`src/rtl/ndma_pkg.sv`:
```
// Shared types and widths for the NanoDMA transfer sequencer.
package ndma_pkg;

   localparam int NDMA_ADDR_W = 32;
   localparam int NDMA_DATA_W = 32;

   typedef enum logic [2:0] {
      IDLE     = 3'd0,
      RD_ISSUE = 3'd1,
      RD_WAIT  = 3'd2,
      WR_ISSUE = 3'd3,
      WR_WAIT  = 3'd4,
      DONE     = 3'd5
   } xfer_state_t;

endpackage

```
`src/rtl/ndma_xfer_ctrl.sv`:
```
// Memory-to-memory word mover: one read, one write per word, one access in flight.
//
// state    | meaning
// ---------+-----------------------------------------------------------
// IDLE     | waiting for start_i
// RD_ISSUE | waiting for read manager to go idle, then request read
// RD_WAIT  | read request sent (pulse visible here), waiting rd_valid_i
// WR_ISSUE | waiting for write manager to go idle, then request write
// WR_WAIT  | write request sent (pulse visible here), waiting wr_done_i
// DONE     | one-cycle completion pulse, busy_o already low
//
// Request pulses and their address/data are registered, so they appear in the
// first cycle of the matching WAIT state; a manager that answers in that same
// cycle gives the minimum of four cycles per word.
module ndma_xfer_ctrl
   import ndma_pkg::*;
#(
   parameter int LEN_W    = 16,
   parameter int ADDR_INC = 4
) (
   input  logic                   clk_i,
   input  logic                   rst_ni,
   input  logic                   start_i,
   input  logic                   abort_i,
   input  logic [NDMA_ADDR_W-1:0] src_addr_i,
   input  logic [NDMA_ADDR_W-1:0] dst_addr_i,
   input  logic [LEN_W-1:0]       len_i,
   output logic                   busy_o,
   output logic                   done_o,
   output logic                   aborted_o,
   output logic                   rd_req_o,
   output logic [NDMA_ADDR_W-1:0] rd_addr_o,
   input  logic                   rd_busy_i,
   input  logic                   rd_valid_i,
   input  logic [NDMA_DATA_W-1:0] rd_rdata_i,
   output logic                   wr_req_o,
   output logic [NDMA_ADDR_W-1:0] wr_addr_o,
   output logic [NDMA_DATA_W-1:0] wr_wdata_o,
   input  logic                   wr_busy_i,
   input  logic                   wr_done_i
);

   xfer_state_t            state_q, state_nxt;
   logic [NDMA_ADDR_W-1:0] src_q, dst_q;
   logic [LEN_W-1:0]       cnt_q;
   logic [NDMA_DATA_W-1:0] data_q;
   logic                   abort_q, aborted_q;
   logic                   rd_req_q, wr_req_q;
   logic [NDMA_ADDR_W-1:0] rd_addr_q, wr_addr_q;
   logic [NDMA_DATA_W-1:0] wr_wdata_q;

   logic load, step, capture, rd_fire, wr_fire, end_abort, abort_now, in_xfer;

   assign in_xfer   = (state_q == RD_ISSUE) || (state_q == RD_WAIT) ||
                      (state_q == WR_ISSUE) || (state_q == WR_WAIT);
   assign abort_now = abort_q | abort_i;

   // State register.
   always_ff @(posedge clk_i or negedge rst_ni) begin
      if (!rst_ni) state_q <= IDLE;
      else         state_q <= state_nxt;
   end

   // Next-state and datapath control strobes.
   always_comb begin
      state_nxt = state_q;
      load      = 1'b0;
      step      = 1'b0;
      capture   = 1'b0;
      rd_fire   = 1'b0;
      wr_fire   = 1'b0;
      end_abort = 1'b0;
      case (state_q)
         IDLE: begin
            if (start_i) begin
               load      = 1'b1;
               state_nxt = (len_i != '0) ? RD_ISSUE : DONE;
            end
         end
         RD_ISSUE: begin
            if (abort_now) begin
               end_abort = 1'b1;
               state_nxt = DONE;
            end else if (!rd_busy_i) begin
               rd_fire   = 1'b1;
               state_nxt = RD_WAIT;
            end
         end
         RD_WAIT: begin
            // An aborted read still has to land; its data is simply dropped.
            if (rd_valid_i) begin
               if (abort_now) begin
                  end_abort = 1'b1;
                  state_nxt = DONE;
               end else begin
                  capture   = 1'b1;
                  state_nxt = WR_ISSUE;
               end
            end
         end
         WR_ISSUE: begin
            if (abort_now) begin
               end_abort = 1'b1;
               state_nxt = DONE;
            end else if (!wr_busy_i) begin
               wr_fire   = 1'b1;
               state_nxt = WR_WAIT;
            end
         end
         WR_WAIT: begin
            if (wr_done_i) begin
               step = 1'b1;
               if (abort_now) begin
                  end_abort = 1'b1;
                  state_nxt = DONE;
               end else if (cnt_q == LEN_W'(1)) begin
                  state_nxt = DONE;
               end else begin
                  state_nxt = RD_ISSUE;
               end
            end
         end
         DONE:    state_nxt = IDLE;
         default: state_nxt = IDLE;
      endcase
   end

   // Address/count/data registers, abort tracking and registered request outputs.
   always_ff @(posedge clk_i or negedge rst_ni) begin
      if (!rst_ni) begin
         src_q      <= '0;
         dst_q      <= '0;
         cnt_q      <= '0;
         data_q     <= '0;
         abort_q    <= 1'b0;
         aborted_q  <= 1'b0;
         rd_req_q   <= 1'b0;
         rd_addr_q  <= '0;
         wr_req_q   <= 1'b0;
         wr_addr_q  <= '0;
         wr_wdata_q <= '0;
      end else begin
         rd_req_q   <= rd_fire;
         rd_addr_q  <= rd_fire ? src_q : '0;
         wr_req_q   <= wr_fire;
         wr_addr_q  <= wr_fire ? dst_q : '0;
         wr_wdata_q <= wr_fire ? data_q : '0;
         if (load) begin
            src_q     <= src_addr_i;
            dst_q     <= dst_addr_i;
            cnt_q     <= len_i;
            abort_q   <= 1'b0;
            aborted_q <= 1'b0;
         end else begin
            if (step) begin
               src_q <= src_q + NDMA_ADDR_W'(ADDR_INC);
               dst_q <= dst_q + NDMA_ADDR_W'(ADDR_INC);
               cnt_q <= cnt_q - LEN_W'(1);
            end
            if (capture) data_q <= rd_rdata_i;
            if (in_xfer && abort_i) abort_q <= 1'b1;
            else if (state_q == DONE) abort_q <= 1'b0;
            if (end_abort) aborted_q <= 1'b1;
         end
      end
   end

   assign busy_o     = in_xfer;
   assign done_o     = (state_q == DONE);
   assign aborted_o  = aborted_q;
   assign rd_req_o   = rd_req_q;
   assign rd_addr_o  = rd_addr_q;
   assign wr_req_o   = wr_req_q;
   assign wr_addr_o  = wr_addr_q;
   assign wr_wdata_o = wr_wdata_q;

endmodule

```
`config.mk`:
```
export PLATFORM = sky130hd
export DESIGN_NAME = ndma_xfer_ctrl
export DESIGN_NICKNAME = d
export VERILOG_FILES = /design/src/rtl/ndma_pkg.sv /design/src/rtl/ndma_xfer_ctrl.sv
export SDC_FILE = /design/constraint.sdc
export NUM_CORES = 1
export LEC_CHECK = 0
export CORE_MARGIN = 8
export CORE_UTILIZATION = 51
export CTS_BUF_LIST = sky130_fd_sc_hd__clkbuf_4
export CTS_CLUSTER_DIAMETER = 200
export DETAILED_ROUTE_END_ITERATION = 8
export GPL_TIMING_DRIVEN = 0
export PLACE_DENSITY = 0.82
export RECOVER_POWER = 25
export SLEW_MARGIN = 25
export SYNTH_ARGS = -nofsm -noshare
export SYNTH_HDL_FRONTEND = slang
export SYNTH_SLANG_ARGS = --single-unit
```
`constraint.sdc`:
```
create_clock -name clk_i -period 2.45 [get_ports clk_i]
set_input_delay 0.245 -clock clk_i [delete_from_list [all_inputs] [get_ports clk_i]]
set_output_delay 0.245 -clock clk_i [all_outputs]
set_load 0.005 [all_outputs]
```
==> metrics.txt, run 1 <==
syn nets 986; CTS Buf Count 54; worst path cell trace clkbuf_4 > nand2b_1 > nor2_1 > clkdlybuf4s50_1; YS warnings 0; ys flop type dfrtp_1; number of synthesized register bits 215; buffers added on ports 220; Routed Antenna Nets 0; Slew @ Worst Pin 1380 ps; GR Overflow Total 0; non-filler cells in the finished layout 1411; Max Cap Violations 0; Total GRT Usage 0.247; CTS tree built; WP buf/inv 2; pwr dens 919 nW/µm²; DR iter-0 viols 670; run status complete, no violations; RSZ-0062 raised after global routing false; sequential fraction of the synthesis area 0.578; Row Count 49; First-pass DRT Iterations 6; Avg Inst Size Synth 10.8 µm²; final count of hold timing violations 0; Slew Viols, Final 0; Setup TNS Final 0 ps; top-count cell post-synth dfrtp_1; # IOs 221; Final setup viols 0; Critical Path Source Type register; Fmax 424 MHz; largest net degree at the start of global routing 98; Area Overhead vs Synth 35.7%; Tmin final 2360 ps; post-synthesis cell area 9310 µm²; most instantiated cells after synthesis dfrtp_1, nand2_1, and2_1, nand3_1, nor2_1; post-route cell area 12600 µm²; Hold/Removal Path Class input pin to register; chip width 151 µm; vias in the first global route 8256; final core utilization 0.703; initial antenna violation count 3; Placer Congestion 0.906; clk slew on worst S/H paths 70 ps; hold_ws 124 ps; top cell type's share of synthesized area 0.578; routed len/inst 20.0 µm; period utilization 0.962; Crit path largest cell delay 520 ps; worst path required time 2200 ps; Initial Util 0.518; Vias/cell 5.82; clk sinks 215; global-route wire length before repair 43.8 mm; largest fanout on the critical path 10; number of synthesized flops with an enable pin 0; Slowest-stage cell, CP clkdlybuf4s50_1; skew final 30.2 ps; Max-slew headroom 0.0809; Die H 151 µm; placed cells 1313; Crit path max-delay family buffers and inverters; FFs w/ async S/R, synth 1.00; DRT Wirelength 28.3 mm; largest area contributor in the netlist dfrtp_1; Peak supply drop 0.463 mV; Worst EP arrival 2110 ps; Leak Pwr 5.59 nW; Core Area 18000 µm²; share of cells above drive strength 1 0.149; post-synthesis cell count 862; Residual DRC 0; Clock Tree Buf Depth 3; CTS H-tree lvls 2; post-synth cell types 57; nets@finish 1266; Die ar. 22800 µm²; Worst Setup End Kind output pin; Area after DPL 11900 µm²; Vias 8205; HPWL after detailed placement 20.2 mm; top cells by area, synth dfrtp_1, and2_1, nand2_1; CP Class register to output pin; root buffer cell clkbuf_4; worst-skew pair later-pin latency 650 ps
## worst min-delay path: cells and delay by family
family | cells | cell delay [ps]
simple gates | 2 | 90
buf+inv | 1 | 390
## per-layer routing
layer,vias to the layer above,GRT usage,wire length (µm)
met3,70,0.0589,2970
met4,0,0.124,958
met1,3945,0.313,11200
li1,3710,-,-
met5,-,0,0
met2,480,0.392,13100
## final timing paths
kind                                        startpoint                 endpoint  slack, ps  depth (start not counted)
worst max-delay path            state_q[1]$_DFFE_PN0P_                   done_o         90                          4
worst min-delay path                     src_addr_i[0]     src_q[0]$_DFFE_PN0P_        120                          3
worst max register to register  state_q[0]$_DFFE_PN0P_    dst_q[23]$_DFFE_PN0P_        110                          8
worst min register to register    src_q[0]$_DFFE_PN0P_     src_q[0]$_DFFE_PN0P_        470                          2
max in group asynchronous                       rst_ni  wr_addr_o[16]$_DFF_PN0_        460                          3
min in group asynchronous                       rst_ni    src_q[24]$_DFFE_PN0P_        470                          2
## where the power goes
| part | switching (mW) | internal, mW |
|---|---|---|
| clock network | 1.38 | 1.75 |
| registers | 0.899 | 4.41 |
| logic | 1.75 | 1.43 |
## registers in the layout, indices dropped and copies added (netlist names)
signal / count
src_q: 32
wr_wdata_o: 32
rd_req_o: 1
abort_q: 1
data_q: 32
cnt_q: 16
aborted_o: 1
rd_addr_o: 32
state_q: 3
dst_q: 32
wr_addr_o: 32
wr_req_o: 1
## layout by cell type, fill, tap and decap left out, types with 6 or more instances in the layout
master / instances
a21oi_1: 17
a221o_1: 18
a22oi_1: 7
a31oi_1: 12
and2_1: 101
and3_1: 10
buf_2: 20
clkbuf_1: 19
clkbuf_2: 12
clkbuf_4: 85
clkdlybuf4s50_1: 219
clkinv_1: 7
dfrtp_1: 214
inv_1: 9
mux2_2: 33
nand2_1: 109
nand3_1: 40
nand4_1: 29
nor2_1: 35
nor3_1: 11
nor4_1: 10
o211ai_1: 22
o21ai_0: 35
o311ai_0: 21
or3_1: 6
## cell type report
cell class | count | area, µm²
Antenna cell | 3 | 7.51
Buffer | 54 | 249
Clock buffer | 84 | 631
Clock inverter | 9 | 86.3
Fill cell | 1382 | 5330
Inverter | 9 | 33.8
Multi-Input combinational cell | 583 | 3700
Sequential cell | 215 | 5380
Tap cell | 229 | 287
Timing Repair Buffer | 225 | 2260
## logic make-up after synthesis
logic type | count (synthesis) | synth area share
simple gates | 383 | 0.220
flops | 215 | 0.578
compound gates | 154 | 0.119
buf+inv | 64 | 0.0290
mux | 37 | 0.0442
xor+xnor | 5 | 0.00471
fa+ha+maj | 4 | 0.00538
## repair_timing
action | in CTS | in global routing
pin swaps | 0 | 0
hold buffers | 1 | 0
setup endpoints to repair | 99 | 31
setup buffers | 0 | 2
hold endpoints to repair | 194 | 0
gates resized for setup | 10 | 16
## stage by stage
step | setup WS, ps | power, mW
after CTS | 29.5 | 11.6
after detailed placement | -618 | 8.43
after global placement | -7720 | 8.28
after floorplan | 517 | 7.08
after global routing | 5.70 | 12.3
final | 94.1 | 11.6
Note: power is estimated with default switching activity, not from simulation.
==> run 2, diff against run 1 <==
CORE_UTILIZATION = 25   (was 51)
PLACE_DENSITY = not set   (was 0.82)
==> metrics.txt, run 2 (same netlist as run 1, synthesis figures left out) <==
final worst slack 148 ps (+54.2 ps); Total GRT Usage 0.149 (-0.0984); CTS tree built; final core utilization 0.360 (-0.343); Hold/Removal Path Class input pin to register; CTS Buf Count 60 (+11%); non-filler cells in the finished layout 1685 (+19%); Slew Viols, Final 0 (unchanged); most frequent cells in the layout clkdlybuf4s50_1, dfrtp_1, nand2_1, and2_1, clkbuf_4; buffers added on ports 220 (unchanged); Core Area 36600 µm² (+100%); post-route cell area 13200 µm² (+4.4%); Clock Tree Buf Depth 3 (unchanged); nets@finish 1295 (+2.3%); DRT Wirelength 33.1 mm (+17%); vias in the first global route 8546 (+3.5%); Tmin final 2300 ps (-54.2 ps); Vias/cell 4.85 (-17%); routed len/inst 19.6 µm (-2.0%); skew final 55.5 ps (+25.3 ps); Placer Congestion 0.807 (-11%); RSZ-0062 raised after global routing false; global-route wire length before repair 50.2 mm (+15%); # IOs 221 (unchanged); cells on worst reg2reg path 5 (-3); Routed Antenna Nets 0 (unchanged); Leak Pwr 5.71 nW (+2.1%); Die ar. 43700 µm² (+91%); First-pass DRT Iterations 5 (-1); worst hold path depth 2 (-1); final count of hold timing violations 0 (unchanged); Worst EP arrival 2930 ps (+820 ps); CTS H-tree lvls 2 (unchanged); largest fanout on the critical path 8 (-2); Peak supply drop 0.494 mV (+6.7%); Residual DRC 0 (unchanged); share of cells above drive strength 1 0.149 (-0.000185); initial antenna violation count 4 (+1); clk sinks 215 (unchanged); Row Count 70 (+43%); clk slew on worst S/H paths 60 ps (about the same); placed cells 1552 (+18%); Max-slew headroom 0.0775 (-0.00340); run status complete, no violations; Slew @ Worst Pin 1380 ps (+5.10 ps); Area Overhead vs Synth 41.7%; Post-Place Worst Slack -1100 ps (-481 ps); Final setup viols 0 (unchanged); Area after DPL 12200 µm² (+2.6%); GR Overflow Total 0 (unchanged); worst path required time 3080 ps (+880 ps); commonest non-fill, non-tap cell in the layout clkdlybuf4s50_1; Reg2Reg Setup Slack 150 ps (+40 ps); Fmax 434 MHz (+2.4%); pwr dens 888 nW/µm² (-3.5%); Max Cap Violations 0 (unchanged); Critical Path Source Type register; Vias 8170 (-0.43%); largest net degree at the start of global routing 84 (-14%); HPWL after detailed placement 23.8 mm (+18%); Die H 209 µm (+38%); Initial Util 0.254 (-0.264); DR iter-0 viols 492 (-27%); Worst Setup End Kind register; chip width 209 µm (+38%); CP Class register to register; root buffer cell clkbuf_4; period utilization 0.939 (-0.0221); worst-skew pair later-pin latency 770 ps (+120 ps); Setup TNS Final 0 ps (unchanged)
==> run 2: cell types whose count changed in the layout (fill, tap and decap cells not counted), sizes merged <==
cell / before / now
dlygate4sd3: 1 / 22
clkinv: 7 / 17
bufinv: 2 / 0
buf: 27 / 26
clkinvlp: 0 / 2
clkdlybuf4s50: 219 / 217
clkbuf: 116 / 121
dlygate4sd2: 0 / 2
==> run 2: layout make-up <==
cell class / instances / area (µm²)
multi-input cells: 583 / 3720
clock buffers: 86 / 646
well taps: 468 / 586
diodes: 3 / 7.51
plain buffers: 54 / 262
flip-flops and latches: 215 / 5380
inverters: 9 / 33.8
clock inverters: 19 / 80.1
fillers: 3730 / 23400
repair buffers: 248 / 2480
==> run 2: through the flow <==
step                      hold WS, ps  total power, mW
after CTS                        5.00             11.9
after detailed placement          207             8.55
after global routing             24.8             12.6
after floorplan                 -50.6             7.08
after global placement            455             8.41
final                             104             11.7
==> run 2: layer usage <==
layer	wire length [µm]	up-vias	GRT usage
li1	-	3780	-
met1	14400	3950	0.191
met2	15100	376	0.234
met3	2640	62	0.0437
met4	913	2	0.0583
met5	13	-	0
==> run 2: timing repair <==
action / CTS / global route
gates cloned: 0 / 0
hold buffers: 23 / 0
pin swaps: 1 / 2
hold endpoints to repair: 152 / 0
buffers inserted: 1 / 2
gates resized for setup: 17 / 15
endpoints found under the setup margin: 84 / 112
==> run 2: path summary, 6_finish.rpt <==
path | from | to
min in group asynchronous | rst_ni | data_q[26]$_DFFE_PN0P_
max in group asynchronous | rst_ni | state_q[2]$_DFFE_PN0P_
worst max-delay path | src_q[10]$_DFFE_PN0P_ | src_q[27]$_DFFE_PN0P_
worst min register to register | dst_q[0]$_DFFE_PN0P_ | dst_q[0]$_DFFE_PN0P_
worst min-delay path | rd_rdata_i[5] | data_q[5]$_DFFE_PN0P_
worst max register to register | src_q[10]$_DFFE_PN0P_ | src_q[27]$_DFFE_PN0P_
==> run 2: critical path: stages (launching register included) <==
cell and delay (ps):
dfrtp_1 470, nand4_1 400, nor4_1 690, nand4_1 230, mux2i_1 160, a221o_1 270
==> run 2: power breakdown <==
group | internal (mW) | switching (mW) | total (mW) | leakage (nW)
Combinational | 1.44 | 1.83 | 3.27 | 2.41
Clock | 1.60 | 1.55 | 3.15 | 0.425
Sequential | 4.41 | 0.873 | 5.29 | 2.87
==> run 3, diff against run 2 <==
CORE_MARGIN = not set   (was 8)
SLEW_MARGIN = not set   (was 25)
==> metrics.txt, run 3 (same netlist as run 1, synthesis figures left out) <==
run status finished, violations left; failing checks capacitance limit, slew limit; worst hold path depth 3 (+1); cells on worst reg2reg path 8 (+3); Max-slew headroom -0.157 (-0.235); Total GRT Usage 0.168 (+0.0193); Slew @ Worst Pin 1740 ps (+352 ps); clk sinks 215 (unchanged); Residual DRC 0 (unchanged); CTS H-tree lvls 2 (unchanged); Worst Setup End Kind register; Placer Congestion 0.865 (+7.2%); period utilization 0.944 (+0.00415); GR Overflow Total 0 (unchanged); Critical Path Source Type register; Max Cap Violations 1 (+1); worst setup path startpoint state_q[1]$_DFFE_PN0P_; root buffer cell clkbuf_4; Initial Util 0.254 (unchanged); hold path start dst_addr_i[15]; Row Count 70 (unchanged); nets@finish 1299 (+0.31%); Core Area 36600 µm² (unchanged); Setup TNS Final 0 ps (unchanged); global-route wire length before repair 48.7 mm (-2.9%); chip width 195 µm (-6.7%); Vias/cell 4.86 (+0.33%); Reg2Reg Setup Slack 140 ps (about the same); pwr dens 897 nW/µm² (+1.0%); worst path required time 3070 ps (about the same); Die H 195 µm (-6.7%); # IOs 221 (unchanged); Clock Tree Buf Depth 3 (unchanged); clk slew on worst S/H paths 70 ps (about the same); Slew Viols, Final 73 (+73); largest net degree at the start of global routing 90 (+7.1%); share of cells above drive strength 1 0.149 (about the same); CTS Buf Count 61 (+1.7%); Vias 8226 (+0.69%); reg2reg start state_q[1]$_DFFE_PN0P_; CTS tree built; routed wl met3 2.40 mm (-9.2%); routed len/inst 18.7 µm (-4.9%); Peak supply drop 0.407 mV (-18%); DR iter-0 viols 554 (+13%); Tmin final 2310 ps (+10.2 ps); r2r endpoint cnt_q[2]$_DFFE_PN0P_; commonest non-fill, non-tap cell in the layout clkdlybuf4s50_1; M1 wire length 13.7 mm (-4.6%); Area Overhead vs Synth 42.2%; Leak Pwr 5.72 nW (+0.18%); skew final 37.7 ps (-17.8 ps); Die ar. 38000 µm² (-13%); HPWL after detailed placement 22.1 mm (-7.4%); CP Class register to register; worst-skew pair later-pin latency 770 ps (about the same); DR WL met2 14.5 mm (-4.0%); fillers 3726 (-0.11%); post-layout power 11.9 mW (+1.4%); First-pass DRT Iterations 5 (unchanged); Final setup viols 0 (unchanged); DR top layer met4; Routed Antenna Nets 0 (unchanged); buffers added on ports 220 (unchanged); Hold EP dst_q[15]$_DFFE_PN0P_; Worst EP arrival 2930 ps (about the same); Hold/Removal Path Class input pin to register; final count of hold timing violations 0 (unchanged); initial antenna violation count 2 (-2); vias in the first global route 8482 (-0.75%); DRT Wirelength 31.6 mm (-4.5%); Fmax 433 MHz (-0.44%); largest fanout on the critical path 10 (+2); most frequent cells in the layout clkdlybuf4s50_1, dfrtp_1, nand2_1, and2_1, clkbuf_4
[run 3: how the worst max path moves through the flow]
| stage | to | depth (start not counted) |
|---|---|---|
| 3_3_place_gp | wr_addr_o[16]$_DFF_PN0_ | 1 |
| 6_report | cnt_q[2]$_DFFE_PN0P_ | 8 |
| 4_1_cts | src_q[18]$_DFFE_PN0P_ | 8 |
| 3_5_place_dp | wr_addr_o[16]$_DFF_PN0_ | 7 |
| 5_1_grt | wr_addr_o[16]$_DFF_PN0_ | 6 |
| 2_1_floorplan | cnt_q[13]$_DFFE_PN0P_ | 5 |
[run 3: worst max-delay path, stage by stage (launching register included)]
cell      delay, ps
dfrtp_1         400
buf_4           150
or4b_1          510
buf_2           260
nand2_4         190
buf_4           230
o21ai_0         110
a222oi_1        230
inv_1            80
[run 3: through the flow]
stage / setup slack, ps / area, µm² / hold slack, ps / utilization / instances
6_report: 138 / 13200 / 97.1 / 0.362 / 1691
5_1_grt: -0.808 / 13200 / 29.0 / 0.361 / 1689
4_1_cts: 16.1 / 13300 / 0.790 / 0.362 / 1686
3_5_place_dp: -1010 / 12200 / 210 / 0.332 / 1552
3_3_place_gp: -8260 / 12100 / 454 / 0.330 / 1550
2_1_floorplan: 517 / 9310 / -50.6 / - / 862
[run 3: area by class of cell]
type / instances / area [µm²] / area share
Antenna cell: 3 / 7.51 / 0.000567
Clock inverter: 22 / 120 / 0.00907
Clock buffer: 86 / 646 / 0.0488
Timing Repair Buffer: 251 / 2490 / 0.188
Sequential cell: 215 / 5380 / 0.406
Inverter: 9 / 33.8 / 0.00255
Tap cell: 468 / 586 / 0.0442
Multi-Input combinational cell: 583 / 3710 / 0.280
Buffer: 54 / 259 / 0.0196
[run 3: power breakdown]
group / switching, mW / leakage, nW / internal, mW / total [mW]
clock network: 1.59 / 0.449 / 1.72 / 3.31
registers: 0.879 / 2.87 / 4.41 / 5.29
logic: 1.83 / 2.40 / 1.44 / 3.27
total: 4.30 / 5.72 / 7.57 / 11.9
[run 3: what timing repair did]
item	4_1_cts	5_1_grt
endpoints found under the setup margin	140	83
pin swaps	1	2
hold buffers	25	0
gates resized for setup	19	10
buffers inserted	2	2
endpoints found under the hold margin	238	0
[run 3: per-layer routing]
layer	vias to the layer above	global-route usage
met5	-	0
li1	3800	-
met4	0	0.0717
met2	369	0.263
met3	70	0.0479
met1	3987	0.217
